**src/rtl/keypad_digit_entry.sv**
```systemverilog
// 4x4 active-low matrix keypad scanner with full-scan debouncing.
// Emits a single-cycle DIGIT_VALID / CLEAR_PULSE / ENTER_PULSE per accepted press.
module keypad_digit_entry #(
    parameter int unsigned SCAN_DIV       = 50000,
    parameter int unsigned DEBOUNCE_SCANS = 10
) (
    input  logic       CLOCK,
    input  logic       RESET_N,
    input  logic [3:0] KEY_COL,
    output logic [3:0] KEY_ROW,
    output logic [3:0] DIGIT_OUT,
    output logic       DIGIT_VALID,
    output logic       CLEAR_PULSE,
    output logic       ENTER_PULSE,
    output logic       KEY_HELD
);

    localparam int unsigned DivW = (SCAN_DIV > 1) ? $clog2(SCAN_DIV) : 1;
    localparam int unsigned CntW = (DEBOUNCE_SCANS > 1) ? $clog2(DEBOUNCE_SCANS + 1) : 1;

    localparam logic [DivW-1:0] DivLast = DivW'(SCAN_DIV - 1);
    localparam logic [CntW-1:0] CntMax  = CntW'(DEBOUNCE_SCANS);
    localparam logic [CntW-1:0] CntOne  = CntW'(1);

    typedef enum logic [1:0] {
        StIdle,
        StPressDeb,
        StPressed,
        StRelDeb
    } state_t;

    logic [3:0]      r_sync1;
    logic [3:0]      r_sync2;
    logic [DivW-1:0] r_div;
    logic [1:0]      r_row;
    logic [1:0]      r_acc_cnt;   // keys seen so far this scan: 0, 1, or 2 meaning "two or more"
    logic [3:0]      r_acc_code;  // {row, col} of the first key seen this scan
    state_t          r_state;
    logic [CntW-1:0] r_cnt;
    logic [3:0]      r_cand;      // only meaningful outside StIdle, so no separate NONE flag
    logic [3:0]      r_digit;
    logic            r_digit_valid;
    logic            r_clear;
    logic            r_enter;

    logic            w_tick;
    logic [2:0]      w_row_hits;
    logic [1:0]      w_row_col;
    logic [2:0]      w_acc_sum;
    logic [1:0]      w_acc_next;
    logic [3:0]      w_code_next;
    logic            w_scan_done;
    logic            w_scan_key;
    logic [CntW-1:0] w_cnt_inc;
    state_t          w_state_next;
    logic [CntW-1:0] w_cnt_next;
    logic [3:0]      w_cand_next;
    logic            w_accept;
    logic            w_is_digit;
    logic            w_is_clear;
    logic            w_is_enter;
    logic [3:0]      w_digit;

    // Two-flop synchroniser for the asynchronous column inputs.
    always_ff @(posedge CLOCK) begin
        if (!RESET_N) begin
            r_sync1 <= 4'hF;
            r_sync2 <= 4'hF;
        end else begin
            r_sync1 <= KEY_COL;
            r_sync2 <= r_sync1;
        end
    end

    assign w_tick      = (r_div == DivLast);
    assign w_scan_done = w_tick && (r_row == 2'd3);

    // Row-slot divider; the row advances on the same edge that samples its columns.
    always_ff @(posedge CLOCK) begin
        if (!RESET_N) begin
            r_div <= '0;
            r_row <= 2'd0;
        end else if (w_tick) begin
            r_div <= '0;
            r_row <= r_row + 2'd1;
        end else begin
            r_div <= r_div + 1'b1;
        end
    end

    // Drive exactly one row low.
    always_comb begin
        KEY_ROW = ~(4'b0001 << r_row);
    end

    // Count pressed columns in the current row and locate the lowest one.
    always_comb begin
        w_row_hits = 3'd0;
        w_row_col  = 2'd0;
        for (int c = 0; c < 4; c++) begin
            if (!r_sync2[c]) begin
                w_row_hits = w_row_hits + 3'd1;
                if (w_row_hits == 3'd1) begin
                    w_row_col = 2'(c);
                end
            end
        end
    end

    // Merge this row's sample into the running scan result (saturating at "multi").
    always_comb begin
        w_acc_sum   = {1'b0, r_acc_cnt} + w_row_hits;
        w_acc_next  = (w_acc_sum >= 3'd2) ? 2'd2 : w_acc_sum[1:0];
        w_code_next = ((w_row_hits == 3'd1) && (r_acc_cnt == 2'd0)) ? {r_row, w_row_col}
                                                                      : r_acc_code;
        w_scan_key  = w_scan_done && (w_acc_next == 2'd1);
    end

    // Scan accumulator, cleared after each row-3 sample so the next scan starts fresh.
    always_ff @(posedge CLOCK) begin
        if (!RESET_N) begin
            r_acc_cnt  <= 2'd0;
            r_acc_code <= 4'd0;
        end else if (w_tick) begin
            if (r_row == 2'd3) begin
                r_acc_cnt  <= 2'd0;
                r_acc_code <= 4'd0;
            end else begin
                r_acc_cnt  <= w_acc_next;
                r_acc_code <= w_code_next;
            end
        end
    end

    // Decode the key at {row, col} into its action.
    always_comb begin
        w_is_digit = 1'b0;
        w_is_clear = 1'b0;
        w_is_enter = 1'b0;
        w_digit    = 4'd0;
        case (w_code_next)
            4'd0:  begin w_is_digit = 1'b1; w_digit = 4'd1; end
            4'd1:  begin w_is_digit = 1'b1; w_digit = 4'd2; end
            4'd2:  begin w_is_digit = 1'b1; w_digit = 4'd3; end
            4'd4:  begin w_is_digit = 1'b1; w_digit = 4'd4; end
            4'd5:  begin w_is_digit = 1'b1; w_digit = 4'd5; end
            4'd6:  begin w_is_digit = 1'b1; w_digit = 4'd6; end
            4'd8:  begin w_is_digit = 1'b1; w_digit = 4'd7; end
            4'd9:  begin w_is_digit = 1'b1; w_digit = 4'd8; end
            4'd10: begin w_is_digit = 1'b1; w_digit = 4'd9; end
            4'd13: begin w_is_digit = 1'b1; w_digit = 4'd0; end
            4'd12: w_is_clear = 1'b1;
            4'd14: w_is_enter = 1'b1;
            default: ;  // A-D: accepted but silent
        endcase
    end

    assign w_cnt_inc = (r_cnt == CntMax) ? CntMax : r_cnt + 1'b1;

    // Debounce FSM next-state, evaluated once per completed scan.
    always_comb begin
        w_state_next = r_state;
        w_cnt_next   = r_cnt;
        w_cand_next  = r_cand;
        w_accept     = 1'b0;
        if (w_scan_done) begin
            case (r_state)
                StIdle: begin
                    if (w_scan_key) begin
                        w_cand_next = w_code_next;
                        w_cnt_next  = CntOne;
                        if (CntOne == CntMax) begin
                            w_accept     = 1'b1;
                            w_state_next = StPressed;
                        end else begin
                            w_state_next = StPressDeb;
                        end
                    end
                end
                StPressDeb: begin
                    if (!w_scan_key) begin
                        w_cnt_next   = '0;
                        w_state_next = StIdle;
                    end else if (w_code_next == r_cand) begin
                        w_cnt_next = w_cnt_inc;
                        if (w_cnt_inc == CntMax) begin
                            w_accept     = 1'b1;
                            w_state_next = StPressed;
                        end
                    end else begin
                        w_cand_next = w_code_next;
                        w_cnt_next  = CntOne;
                    end
                end
                StPressed: begin
                    if (!w_scan_key) begin
                        w_cnt_next   = CntOne;
                        w_state_next = (CntOne == CntMax) ? StIdle : StRelDeb;
                    end
                end
                StRelDeb: begin
                    if (w_scan_key) begin
                        w_state_next = StPressed;
                    end else begin
                        w_cnt_next = w_cnt_inc;
                        if (w_cnt_inc == CntMax) begin
                            w_state_next = StIdle;
                        end
                    end
                end
                default: w_state_next = StIdle;
            endcase
        end
    end

    // Debounce FSM state register.
    always_ff @(posedge CLOCK) begin
        if (!RESET_N) begin
            r_state <= StIdle;
            r_cnt   <= '0;
            r_cand  <= 4'd0;
        end else begin
            r_state <= w_state_next;
            r_cnt   <= w_cnt_next;
            r_cand  <= w_cand_next;
        end
    end

    // Registered accept action: one-cycle pulses and the held digit.
    always_ff @(posedge CLOCK) begin
        if (!RESET_N) begin
            r_digit       <= 4'd12;
            r_digit_valid <= 1'b0;
            r_clear       <= 1'b0;
            r_enter       <= 1'b0;
        end else begin
            r_digit_valid <= w_accept && w_is_digit;
            r_clear       <= w_accept && w_is_clear;
            r_enter       <= w_accept && w_is_enter;
            if (w_accept && w_is_digit) begin
                r_digit <= w_digit;
            end
        end
    end

    assign DIGIT_OUT   = r_digit;
    assign DIGIT_VALID = r_digit_valid;
    assign CLEAR_PULSE = r_clear;
    assign ENTER_PULSE = r_enter;
    assign KEY_HELD    = (r_state == StPressed) || (r_state == StRelDeb);

endmodule

```
**config.mk**
```make
export PLATFORM = sky130hd
export DESIGN_NAME = keypad_digit_entry
export DESIGN_NICKNAME = d
export VERILOG_FILES = /design/src/rtl/keypad_digit_entry.sv
export SDC_FILE = /design/constraint.sdc
export NUM_CORES = 1
export LEC_CHECK = 0
export ABC_AREA = 1
export CORE_UTILIZATION = 30
export CTS_CLUSTER_DIAMETER = 150
export DETAILED_ROUTE_END_ITERATION = 10
export GPL_TIMING_DRIVEN = 1
export SYNTH_ARGS = -nofsm -noshare
export SYNTH_HDL_FRONTEND = slang
export SYNTH_SLANG_ARGS = --single-unit
```
**constraint.sdc**
```tcl
create_clock -name CLOCK -period 8.41 [get_ports CLOCK]
set_clock_uncertainty 0.15 [all_clocks]
set_input_delay 1.682 -clock CLOCK [delete_from_list [all_inputs] [get_ports CLOCK]]
set_output_delay 1.682 -clock CLOCK [all_outputs]
set_load 0.02 [all_outputs]
```
== After elaboration in Yosys (flattened, before gate mapping) ==
Cells that the tools add are included.
Storage, ports and cells
  flip-flop bits (word level): 49
  latch bits: 0
  RAM bits: 0
  bits in read-only memories: 0
  input port bits: 6
  output and inout port bits: 12
  logic and storage cells: 114
  memories: 0
Cells by class
  add/sub/neg operators: 7
  $mul: 0
  divide/modulo/power cells: 0
  $lt $le $gt $ge: 1
  equal/unequal tests: 32
  shift operators: 1
  muxes and demuxes: 42
  bitwise operators: 2
  reductions and logical operators: 16
Operators by type and width (count)
  $mux W4: 11
  $pmux W4 S9: 1
  $eq A4 B4 Y1 const B: 8
  $mux W2: 13
  $add A16 B1 Y16 const B: 1
  $eq A16 B16 Y1 const B: 1
  $pmux W4 S4: 1
  $eq A3 B1 Y1 const B: 4
  $eq A4 B3 Y1 const B: 3
  $mux W1: 11
  $ne A2 B2 Y1 const B: 5
  $reduce_or A10 Y1: 1
  $add A3 B1 Y3 const B: 3
  $mux W3: 3
  $ne A3 B3 Y1 const B: 3
  $pmux W2 S4: 1
  $pmux W4 S2: 1
  $eq A2 B2 Y1 const B: 3
  $logic_and A1 B1 Y1: 6
  $reduce_and A6 Y1: 1
  $reduce_and A5 Y1: 1
  $add A4 B1 Y4 const B: 1
  $eq A2 B1 Y1 const B: 2
  $eq A4 B1 Y1 const B: 1
  other kinds (14): 15

== Longest topological paths before layout ==
  depth in word-level cells: 16
  gate-level depth with buffers: 23
  gate-level depth less buffers: 23

== Least setup slack after synthesis ==
OpenSTA, ideal clock, no wires.
  kind: reg2reg
  start: register r_sync2[0]
  end: register r_cnt[2]
  data arrival time: 2.822 ns
  setup slack: 5.329 ns
  stages on the path, launching flop included: 22
  path buffers: 0
  clock period less this slack: 3.081 ns
  cells stage by stage: dfxtp_1 -> inv_1 -> ha_1 -> inv_1 -> nand2_1 -> nand2_2 -> ha_1 -> or2_1 -> nand2_1 -> fa_1 -> o21ai_0 -> nor2_1 -> nand2_1 -> inv_1 -> nand2_2 -> inv_2 -> nand2_2 -> nand2_1 -> o21ai_0 -> inv_1 -> nand2_1 -> inv_1
On the way
  word-level cells in the longest chain between the ends: 14
  elaborated cells between the ends (all ways): 32
  classes of those cells: add/sub (4); order compare (1); eq/ne (9); mux (15); reduce/logical (3)
RTL lines
  start: declaration: RTL line 33  | logic [3:0] r_sync2;
  start signal: assignment: RTL line 71  | r_sync2 <= r_sync1;
  $mux W1 *: RTL line 101  | if (!r_sync2[c]) begin
  $add A3 B1 Y3: RTL line 102  | w_row_hits = w_row_hits + 3'd1;
  $mux W3 or $eq A3 B1 Y1 (tied branches): RTL line 101, 103
  $add A3 B1 Y3 or $mux W1 (tied branches): RTL line 102, 103
  $mux W3 (tied with other cells): RTL line 101
  $add A3 B1 Y3 or $mux W2 (tied branches): RTL line 102, 103
  $mux W3 (tied with other cells): RTL line 101
  $add A2 B3 Y3 (tied with other cells): RTL line 112  | w_acc_sum = {1'b0, r_acc_cnt} + w_row_hits;
  $ge A3 B2 Y1 (tied with other cells): RTL line 113  | w_acc_next = (w_acc_sum >= 3'd2) ? 2'd2 : w_acc_sum[1:0];
  $mux W2 or $mux W4 (tied branches): RTL line 113, 114
  $eq A2 B1 Y1 or $eq A4 B4 Y1 (tied branches): RTL line 116, 184
  $logic_and A1 B1 Y1 or $mux W4 (tied branches): RTL line 116, 184
  $mux W4 or $ne A2 B2 Y1 (tied branches)
  $pmux W4 S4 or $reduce_and A4 Y1 (tied branches)
  end signal: assignment: RTL line 224  | r_cnt <= w_cnt_next;
  end: declaration: RTL line 39  | logic [CntW-1:0] r_cnt;
Mark *: on every way between the ends. The rest lies on a longest branch, timed or not.
A chain may end at the register's enable or synchronous reset.

== Worst setup path in the final report ==
  start: input RESET_N
  end: register r_div[11]
On the way
  word-level cells in the longest chain between the ends: 2
RTL lines
  start: declaration: RTL line 8  | input logic RESET_N,
  $not A1 Y1 (no line)
  $reduce_or A2 Y1 (no line)
  end signal: assignment: RTL line 87  | r_div <= r_div + 1'b1;
  end: declaration: RTL line 34  | logic [DivW-1:0] r_div;
Every way passes these cells.

==> summary.txt <==
Place
  • Detailed placer's ending HPWL: 4.73 mm
  • Post-Place Worst Slack: 4150 ps
  • # port buffers: 17
  • Routability cong.: 0.842

Worst setup path
  • Crit path kind: in2reg
  • CP Launch Type: primary input
  • CP bufs+invs: 3
  • Crit path largest cell delay: 850 ps
  • CP Data Required Time: 8480 ps
  • Reg2Reg Setup Slack: 4880 ps
  • Worst path cell trace: clkdlybuf4s50_1 -> inv_1 -> nor2_1 -> inv_1 -> nor3_1
  • Worst Path Max Fanout: 17
  • Worst path slowest cell: clkdlybuf4s50_1
  • Crit. End Element: flop
  • Cell repeated most along the worst path: inv_1
  • Critical path's top delay family: buffers and inverters
  • WP data arrival: 3950 ps

Logic synthesis
  • Cell variety after synth: 36
  • Cell taking the most area after synthesis: dfxtp_1
  • Number of flops mapped to enable cells by yosys: 0
  • Count leader, synth: nand2_1
  • Cell Area, Synth: 2910 um^2
  • Yosys warning total: 0
  • Share of flip-flops with an asynchronous set or reset: 0
  • Gate Count Post-Synth: 419
  • Share of the synthesized area in the top cell type: 0.337
  • Number of register bits inferred by synthesis: 49
  • Ys flop type: dfxtp_1
  • Syn_area_per_cell: 6.94 um^2
  • Most frequent cells after synthesis: 77 x nand2_1, 72 x inv_1, 49 x dfxtp_1, 35 x nand3_1, 35 x nor2_1
  • Top post-synthesis cells by area: dfxtp_1 34%, nand2_1 9.9%, inv_1 9.3%
  • Register area share after synthesis: 0.337
  • Syn Nets: 440

Timing
  • Final setup vio count: 0
  • Fin. max-slew vios: 0
  • Worst slew margin: 0.599
  • Worst Max-Slew Pin Slew: 599 ps
  • Max Clock Freq: 257 MHz
  • Tcrit/Tclk final: 0.462
  • Sum of negative setup slack: 0 ps
  • Post-route setup slack: 4520 ps
  • Min Tclk post-route: 3890 ps
  • Count of final hold-check violations: 0
  • RSZ-0062 raised after global routing: false

Clock tree
  • CTS sink count: 49
  • CTS buffer count: 5
  • Htree depth: 2
  • Post-CTS Setup Inserts: 0
  • CTS Buffer Depth: 2
  • Worst-skew pair later-pin latency: 300 ps
  • CTS Hold Bufs: 0
  • Clock transition at path regs: 90 ps
  • Root buf cell: clkbuf_8
  • Post_cts resized: 0
  • CTS tree: built

Finish
  • Final core occ: 0.353
  • Area Growth Syn to Fin: 13.3%
  • Nets: 457
  • Fillers: 1,006
  • Share of cells above drive strength 1: 0.117
  • N_diodes: 0

Floorplan
  • DIE WIDTH: 100 um
  • I/O pin total: 18
  • Core area: 9330 um^2
  • Die height: 100 um
  • Core Rows: 35
  • Die area: 10,100 um^2
  • Initial Utilization: 0.312

Drt
  • Final ANT Viol Nets: 0
  • Drt first pass iters: 4
  • Drt drc: 0
  • Via/cell ratio: 4.61
  • Drt wl/cell: 10.7 um
  • DRT iter0 DRCs: 87
  • Final WL: 6.04 mm
  • Via count: 2,607

Job
  • Max-cap violations: 0

Pwr
  • LEAKAGE: 1.46 nW
  • Power Density: 131 nW/um^2
  • Max IR drop VDD: 0.0000648 V

Global routing
  • Vias in the first global route: 2,492
  • GRT overflow: 0
  • First-pass GRT wire length: 10.8 mm
  • Pin count of the biggest net entering global routing: 18
  • Initial antenna violation count: 0
  • GRT Overall Usage: 0.132

Worst hold path
  • Hold Crit Class: reg2reg

Status
  • Status: complete, no violations
==> through the flow <==
stage / cell area, um^2 / cells / power, mW / hold slack [ps]
2_1_floorplan: 2910 / 419 / 0.287 / 243
3_3_place_gp: 3210 / 558 / 0.299 / 250
3_5_place_dp: 3210 / 558 / 0.300 / 256
4_1_cts: 3300 / 566 / 0.439 / 279
5_1_grt: 3300 / 566 / 0.456 / 289
6_report: 3300 / 566 / 0.433 / 274
==> layout by cell type, fill, tap and decap left out, drive strengths merged, types with 2 or more instances in the layout <==
cell / count
a21oi: 21
clkbuf: 6
clkdlybuf4s50: 17
clkinvlp: 2
dfxtp: 49
ha: 14
inv: 76
nand2: 96
nand3: 40
nand4: 15
nor2: 41
nor3: 7
nor4: 7
o211ai: 3
o21ai: 19
o22ai: 5
or2: 9
xor2: 4
==> worst register-to-register path: stages, from the launching register on <==
cell and delay [ps]:
dfxtp_1 400, inv_1 60, ha_1 370, inv_1 90, nand2_1 80, nand2_2 70, ha_1 310, or2_1 230
nand2_1 120, fa_1 410, o21ai_0 90, nor2_1 70, nand2_1 180, inv_1 110, nand2_2 110, inv_2 50
nand2_2 80, nand2_1 130, o21ai_0 180, inv_1 50, nand2_1 60, inv_1 30
==> cell families (layout without fill, tap and decap cells) <==
| group | after synthesis | in the layout | share of synthesized area |
|---|---|---|---|
| AO/OA/AOI/OAI | 51 | 51 | 0.0964 |
| XOR/XNOR | 4 | 4 | 0.0120 |
| adder cells (fa/ha/maj) | 15 | 15 | 0.0671 |
| buffers and inverters | 84 | 102 | 0.110 |
| flip-flops | 49 | 49 | 0.337 |
| AND/OR/NAND/NOR | 216 | 216 | 0.377 |
==> power breakdown <==
group | total [mW] | leakage (nW) | internal (mW) | switching, mW
Combinational | 0.0572 | 1.02 | 0.0187 | 0.0386
Clock | 0.139 | 0.0374 | 0.0588 | 0.0802
Sequential | 0.237 | 0.397 | 0.235 | 0.00200
Total | 0.433 | 1.46 | 0.312 | 0.121
==> state kept, by name (all words and copies together) (netlist names), 4 cells and up, named ones only <==
signal and count:
r_div 16, DIGIT_OUT 4, r_acc_code 4, r_cand 4, r_cnt 4, r_sync1 4
r_sync2 4
==> area by class of cell <==
class	instances	area, um^2	share of cell area
clock buffer	6	72.6	0.0220
multi-input combinational	286	1610	0.487
tap	129	161	0.0490
sequential	49	981	0.298
timing repair buffer	17	170	0.0516
inverter	77	289	0.0877
clock inverter	2	15.0	0.00456
==> worst paths after layout <==
| kind | startpoint | end | cells after the start |
|---|---|---|---|
| max | RESET_N | r_div[11] | 5 |
| min | r_sync1[0] | r_sync2[0] | 1 |
| max reg2reg | r_sync2[0] | r_cnt[1] | 21 |
| min reg2reg | r_sync1[0] | r_sync2[0] | 1 |
==> layer usage <==
layer	track usage	part of all wire
met4	0.0334	0.011
met1	0.169	0.49
met3	0.0222	0.029
met2	0.229	0.47
met5	0	0
(Power assumes the default switching activity.)
